$ cat src/rtl/irq_source_ctrl.sv
// Device interrupt front end: synchronizes 30 async request lines, applies mask and
// edge/level mode, and issues registered single-cycle request pulses toward CP0.
module irq_source_ctrl #(
    parameter int SYNC_STAGES = 2,
    parameter int HOLDOFF     = 1024
) (
    input  logic        clk,
    input  logic        rst_n,
    input  logic [30:1] irq_in,
    input  logic [30:1] irq_mode,
    input  logic [30:1] irq_mask,
    input  logic [30:1] lost_clr,
    output logic [30:1] ir_map,
    output logic [30:1] irq_pend,
    output logic [30:1] irq_lost
);

    localparam int CW = (HOLDOFF > 1) ? $clog2(HOLDOFF) : 1;

    logic [SYNC_STAGES-1:0][30:1] sync_q;
    logic [30:1]                  s;
    logic [30:1]                  prev_q;
    logic [30:1]                  rise;
    logic [CW-1:0]                count_q;
    logic                         tick;

    logic [30:1] next_map;
    logic [30:1] next_pend;
    logic [30:1] next_lost;

    assign s    = sync_q[SYNC_STAGES-1];
    assign rise = s & ~prev_q;
    assign tick = (count_q == CW'(HOLDOFF - 1));

    // NOTE: every flop here uses <= so all stages sample the pre-edge values together;
    // a blocking assignment would collapse the synchronizer chain into a single stage.
    always_ff @(posedge clk or negedge rst_n) begin
        if (!rst_n) begin
            sync_q  <= '0;
            prev_q  <= '0;
            count_q <= '0;
        end else begin
            sync_q[0] <= irq_in;
            for (int i = 1; i < SYNC_STAGES; i++) begin
                sync_q[i] <= sync_q[i-1];
            end
            prev_q  <= s;
            count_q <= tick ? '0 : count_q + 1'b1;
        end
    end

    // Edge lines pulse on a fresh rise or a pending request once unmasked; level lines
    // pulse on their first rise and then on every shared holdoff tick while still high.
    always_comb begin
        next_map  = irq_mask & ((irq_mode & (rise | irq_pend)) |
                                (~irq_mode & s & (rise | {30{tick}})));
        next_pend = irq_mode & ~irq_mask & (rise | irq_pend);
        next_lost = (irq_lost & ~lost_clr) | (irq_mode & ~irq_mask & rise & irq_pend);
    end

    always_ff @(posedge clk or negedge rst_n) begin
        if (!rst_n) begin
            ir_map   <= '0;
            irq_pend <= '0;
            irq_lost <= '0;
        end else begin
            ir_map   <= next_map;
            irq_pend <= next_pend;
            irq_lost <= next_lost;
        end
    end

endmodule

$ cat config.mk
export PLATFORM = sky130hd
export DESIGN_NAME = irq_source_ctrl
export DESIGN_NICKNAME = d
export VERILOG_FILES = /design/src/rtl/irq_source_ctrl.sv
export SDC_FILE = /design/constraint.sdc
export NUM_CORES = 1
export LEC_CHECK = 0
export CORE_MARGIN = 2
export CORE_UTILIZATION = 50
export DETAILED_ROUTE_END_ITERATION = 8
export PLACE_DENSITY = 0.95
export SYNTH_ARGS = -nofsm -noshare
export SYNTH_HDL_FRONTEND = slang
export SYNTH_SLANG_ARGS = --single-unit
$ cat constraint.sdc
create_clock -name clk -period 3.7 [get_ports clk]
set_clock_uncertainty 0.15 [all_clocks]
set_input_delay 0.74 -clock clk [delete_from_list [all_inputs] [get_ports clk]]
set_output_delay 0.74 -clock clk [all_outputs]
set_load 0.01 [all_outputs]
==> metrics, run 1 <==
outcome=finished, final reports clean; worst reg2reg path endpoint=count_q[1]$_DFF_PN0_; HP Class=input port to asynchronous set/reset pin; Setup TNS Final=0 ps; Initial Util=~50%; final routed DRC violation total=0; site row count=42; I/O pin count=212; Synth Register Bits=190; Fmax achieved=433 MHz; switching part of the total=21.2%; Max rail drop VDD=337 uV; Pwr Total=4.52 mW; Clock Tree Root=clkbuf_16; Final Hold Vio Count=0; die footprint=14,300 sq um; combinational power share=7.9%; Net Sw Power=0.961 mW; sequential cell area=4750 sq um; ANT nets after route=0; Core ar.=13,100 sq um; Reg power frac=48.6%; clock share of power=43.5%; WP data required=2810 ps; global-route usage over all layers=22.6%; WP data arrival=1420 ps; Max Cap Violations=0; post-detail-place hpwl=10,700 um; Slew @ Worst Pin=around 540 ps; crit-path max FO=4; crit end category=output port; Post-Syn Instances=465; post-cts sizing count=0; CP Cell Sequence=clkdlybuf4s50_1; Post-Syn Area=6670 sq um; total number of vias=4,775; largest net degree at the start of global routing=104; CP Class=flop to output port; Slew Viols, Final=0; critical path startpoint=irq_pend[11]$_DFF_PN0_; commonest non-fill, non-tap cells in the layout=210 x clkdlybuf4s50_1, 190 x dfrtp_1, 60 x nor2b_1, 31 x a21oi_1; # clock sinks=190; Syn Area/Cell=14.3 sq um; synth warn=0; crit path to=irq_pend[11]; most common cell after layout, fill and taps aside=clkdlybuf4s50_1; Area growth syn-to-layout=44.5%; final period utilization=62.5%; CTS Buf Count=17; share of cells above drive strength 1=under 10%; post-synth cell types=30; ANT cells=0; Critical Path Slowest Stage Cell=clkdlybuf4s50_1; Final min period=roughly 2300 ps; Slew HR=between 60 and 70%; nets=between 800 and 900; Final setup viols=0; First DRT Iteration DRCs=363; r2r setup slk=1750 ps; Die X=120 um; RSZ-0062 raised after global routing=false; Lkg Pwr=4.71 nW; via count of the first global-routing pass=5,127; antenna violations before repair=0; Buf+Inv Stages, Crit Path=1; non-filler instance count after layout=a little under 900; GRT Residual Overflow=0; area of the multi-input gates=approximately 1800 sq um; Net Count, Synth=588; PwrDens=approximately 470 nW/um^2; GPL Wtd Cong=between 0.7 and 0.8; PortBufs=211; hold_buf cts=0; first-pass GRT wire length=25,100 um; routed len/inst=roughly 17 um; CP delay by family, top=buffers and inverters; drt pass-1 iters=4; fin area=around 9600 sq um; Inst Count DP=851; CTS tree=built; H-tree levels=4; die height=120 um; post-CTS setup buffer count=0; CP Launch Type=flop; Cell Int Power=3.56 mW; drt total wl=15,400 um; crit-path max cell delay=590 ps; clk slew on worst S/H paths=~70 ps; clock buffer depth=2; Reg2Reg Depth=4; post-DR vias/cell=5.42; latest clock arrival within the worst-skew pair=420 ps; DP Area=9000 sq um; sequential area share after synthesis=71.3%; Fillers=830; Crit Reg-Reg Startpoint=count_q[0]$_DFF_PN0_; critical path depth=1
layer usage:
| layer | share of wire [%] | global-route usage [%] | vias up |
|---|---|---|---|
| met1 | 38 | 25.9 | 2397 |
| met5 | 0 | 0 | - |
| met2 | 53 | 39.5 | 192 |
| met3 | 6.0 | 6.61 | 33 |
| met4 | 2.5 | 9.93 | 0 |
| li1 | - | - | 2153 |
flip-flops by register name, summed over array words and instances (netlist names):
name      flops
prev_q       30
s            30
count_q      10
irq_lost     30
ir_map       30
sync_q       30
irq_pend     30
worst min-delay path by stage:
stage	startpoint	endpoint	depth (start not counted)	slack, ps
floorplan	sync_q[9]$_DFF_PN0_	s[10]$_DFF_PN0_	0	180
global placement	sync_q[23]$_DFF_PN0_	s[24]$_DFF_PN0_	0	180
detailed placement	sync_q[23]$_DFF_PN0_	s[24]$_DFF_PN0_	0	190
CTS	rst_n	irq_pend[6]$_DFF_PN0_	1	90
global route	rst_n	s[7]$_DFF_PN0_	1	100
finish	rst_n	ir_map[7]$_DFF_PN0_	1	90
per-stage QoR:
step	worst slack [ps]	util, %	hold WS [ps]
after floorplan	2250	-	181
after global placement	1810	68.5	181
after detailed placement	1740	68.5	186
after CTS	1360	73.4	91.7
after global routing	1340	73.4	97.2
final	1390	73.4	93.2
layout make-up:
type | instances | share of cell area [%]
repair buffers | 213 | 22.2
flip-flops and latches | 190 | 49.3
well taps | 176 | 2.28
inverters | 30 | 1.17
multi-input cells | 242 | 18.4
clock buffers | 17 | 4.41
clock inverters | 13 | 2.21
cells in the mapped netlist:
library cell  number  area share, %
dfrtp_1          190             71
nor2b_1           60            5.6
a21oi_1           31            2.3
a41o_1            30            4.5
inv_1             30            1.7
nand3b_1          30            3.4
o211a_1           30            4.5
o22ai_1           30            2.8
buf_6              3           0.51
nand2_1            3           0.17
nand3_1            3           0.22
nand4_1            3           0.28
xnor2_1            3           0.39
nor2_1             2           0.11
xor2_1             2           0.26
a21oi_2            1           0.13
and2_1             1          0.094
and3_1             1          0.094
and4_1             1           0.13
and4_2             1           0.15
ha_1               1           0.19
nand2_2            1          0.094
nand3_2            1           0.15
nand3_4            1           0.26
o211ai_1           1           0.11
o21ai_0            1          0.075
o31ai_1            1           0.11
or3_1              1          0.094
or4_1              1           0.11
or4_4              1           0.17
cells by family after synthesis:
logic type / count (synthesis) / synth area share [%]
xor gates and xnor gates: 5 / 0.656
buffers and inverters: 33 / 2.19
and+or+nand+nor: 111 / 11.1
adders and majority gates: 1 / 0.187
AOI/OAI and AO/OA: 125 / 14.6
DFF: 190 / 71.3
power groups by stage:
stage / registers, mW / logic, mW / clock network, mW
final: 2.20 / 0.359 / 1.97
after global placement: 2.23 / 0.343 / 0
after floorplan: 2.24 / 0.0758 / 0
after global routing: 2.20 / 0.388 / 2.09
after CTS: 2.20 / 0.362 / 2.00
after detailed placement: 2.24 / 0.358 / 0
Power figures use the tool's default switching activity.
==> run 2: changes to the inputs <==
--- a/config.mk
+++ b/config.mk
@@ -6,9 +6,9 @@
 export NUM_CORES = 1
 export LEC_CHECK = 0
 export CORE_MARGIN = 2
-export CORE_UTILIZATION = 50
+export CORE_UTILIZATION = 46
 export DETAILED_ROUTE_END_ITERATION = 8
-export PLACE_DENSITY = 0.95
+export PLACE_DENSITY = 0.9
 export SYNTH_ARGS = -nofsm -noshare
 export SYNTH_HDL_FRONTEND = slang
 export SYNTH_SLANG_ARGS = --single-unit
==> constraint.sdc (replaced) <==
create_clock -name clk -period 2.2 [get_ports clk]
set_clock_uncertainty 0.15 [all_clocks]
set_input_delay 0.44 -clock clk [delete_from_list [all_inputs] [get_ports clk]]
set_output_delay 0.44 -clock clk [all_outputs]
set_load 0.01 [all_outputs]
==> metrics, run 2 (same netlist as run 1, synthesis figures left out) <==
# clock sinks=190 (unchanged); switching part of the total=21.8% (+0.53 points); Fmax achieved=493 MHz; outcome=finished, final reports clean; GRT Residual Overflow=0 (unchanged); Placement Setup Slack=197 ps (-1540 ps); global-route usage over all layers=20.3% (-2.3 points); RSZ-0062 raised after global routing=false; crit end category=flop; combinational power share=8.5% (+0.6 points); drt pass-1 iters=4 (unchanged); post-CTS setup buffer count=0 (unchanged); I/O pin count=212 (unchanged); setup ws final=173 ps (-1220 ps); final period utilization=92.1%; First DRT Iteration DRCs=245 (-33%); Final setup viols=0 (unchanged); Core ar.=14,400 sq um (+9.4%); via count of the first global-routing pass=5,188 (+1.2%); largest net degree at the start of global routing=73 (-30%); Initial Util=46.4% (-4.4 points); crit-path max FO=22 (+18); Area growth syn-to-layout=43.9%; routed len/inst=16.9 um (-3.1%); CTS tree=built; drt total wl=15,100 um (-1.7%); die footprint=15,500 sq um (+8.4%); critical path startpoint=count_q[0]$_DFF_PN0_; DP Area=9040 sq um (+0.42%); Cell Int Power=5.60 mW (+57%); share of cells above drive strength 1=5.63% (+0.10 points); CTS Buf Count=17 (unchanged); GPL Wtd Cong=0.785 (+4.0%); Setup TNS Final=0 ps (unchanged); WP data arrival=2200 ps (+780 ps); Reg power frac=51.7% (+3.1 points); Lkg Pwr=4.69 nW (-0.40%); commonest non-fill, non-tap cells in the layout=210 x clkdlybuf4s50_1, 190 x dfrtp_1, 60 x nor2b_1, 31 x a21oi_1; CP Class=flop to flop; Slew @ Worst Pin=367 ps (-176 ps); most common cell after layout, fill and taps aside=clkdlybuf4s50_1; Slew Viols, Final=0 (unchanged); PwrDens=745 nW/um^2 (+59%); nets=820 (+0.37%); first-pass GRT wire length=25,100 um (about the same); WP data required=2370 ps (-440 ps); clock share of power=39.8% (-3.7 points); ANT nets after route=0 (unchanged); Final min period=~2000 ps; min-delay src=sync_q[13]$_DFF_PN0_; total number of vias=4,795 (+0.42%); latest clock arrival within the worst-skew pair=420 ps (about the same); post-DR vias/cell=5.36 (-1.0%); clk slew on worst S/H paths=70 ps (about the same); Final Hold Vio Count=0 (unchanged); Die X=124 um (+4.1%); Max rail drop VDD=434 uV (+29%); Slew HR=75.5% (+12 points); die height=124 um (+4.1%); ANT cells=0 (unchanged); HP Class=flop to flop; Pwr Total=7.15 mW (+58%); fin area=9600 sq um (-0.38%); post-detail-place hpwl=11,100 um (+3.8%); Net Sw Power=1.56 mW (+62%); antenna violations before repair=0 (unchanged); Clock Tree Root=clkbuf_16; H-tree levels=4 (unchanged); clock buffer depth=2 (unchanged); Crit Reg-Reg Startpoint=count_q[0]$_DFF_PN0_; final routed DRC violation total=0 (unchanged); Max Cap Violations=0 (unchanged); PortBufs=211 (unchanged); CP Launch Type=flop; site row count=44 (+4.8%)
==> run 2: cell types whose count changed in the layout (fill, tap and decap cells not counted), sizes merged <==
cell         change
buf              +2
bufinv           -4
clkbuf           +5
clkinv           +4
dlygate4sd3      +1
inv              -3
==> run 2: critical path, stage by stage, from the launching register on <==
cell	delay (ps)
dfrtp_1	390
ha_1	260
and4_2	320
nand3_4	310
buf_4	310
o22ai_1	160
==> run 2: worst paths after layout <==
check / end / slack [ps] / cells past startpoint
worst max-delay path: ir_map[12]$_DFF_PN0_ / 170 / 5
worst min-delay path: s[14]$_DFF_PN0_ / 200 / 0
worst max register to register: ir_map[12]$_DFF_PN0_ / 170 / 5
worst min register to register: s[14]$_DFF_PN0_ / 200 / 0
max in group asynchronous: count_q[9]$_DFF_PN0_ / 850 / 3
min in group asynchronous: sync_q[27]$_DFF_PN0_ / 360 / 2
==> run 2: area by class of cell <==
type                       instances  area (sq um)
clock buffer                      22           464
inverter                          30           113
clock inverter                    10          90.1
tap                              184           230
multi-input combinational        242          1770
timing repair buffer             216          2180
sequential                       190          4750
fill                             977          4760
==> run 2: power groups by stage <==
stage	clock, mW	combinational, mW	sequential (mW)
6_report	2.85	0.610	3.70
5_1_grt	3.08	0.664	3.71
3_3_place_gp	0	0.582	3.75
3_5_place_dp	0	0.610	3.76
4_1_cts	2.92	0.616	3.70
2_1_floorplan	0	0.127	3.77
==> run 2: what timing repair did <==
item	4_1_cts	5_1_grt
resized for setup	0	0
hold endpoints to repair	41	0
hold buffers	1	0
==> run 2: layer usage <==
metal | GRT usage, % | part of all wire, %
met5 | 0 | 0
met4 | 9.25 | 2.5
met3 | 6.31 | 6.6
met2 | 34.9 | 52
met1 | 23.3 | 39
==> run 2: through the flow <==
step	hold WS [ps]	util, %	instances
6_report	196	66.8	894
2_1_floorplan	-5.59	-	465
3_5_place_dp	186	62.9	861
3_3_place_gp	182	62.9	861
4_1_cts	200	66.8	894
5_1_grt	204	66.8	894
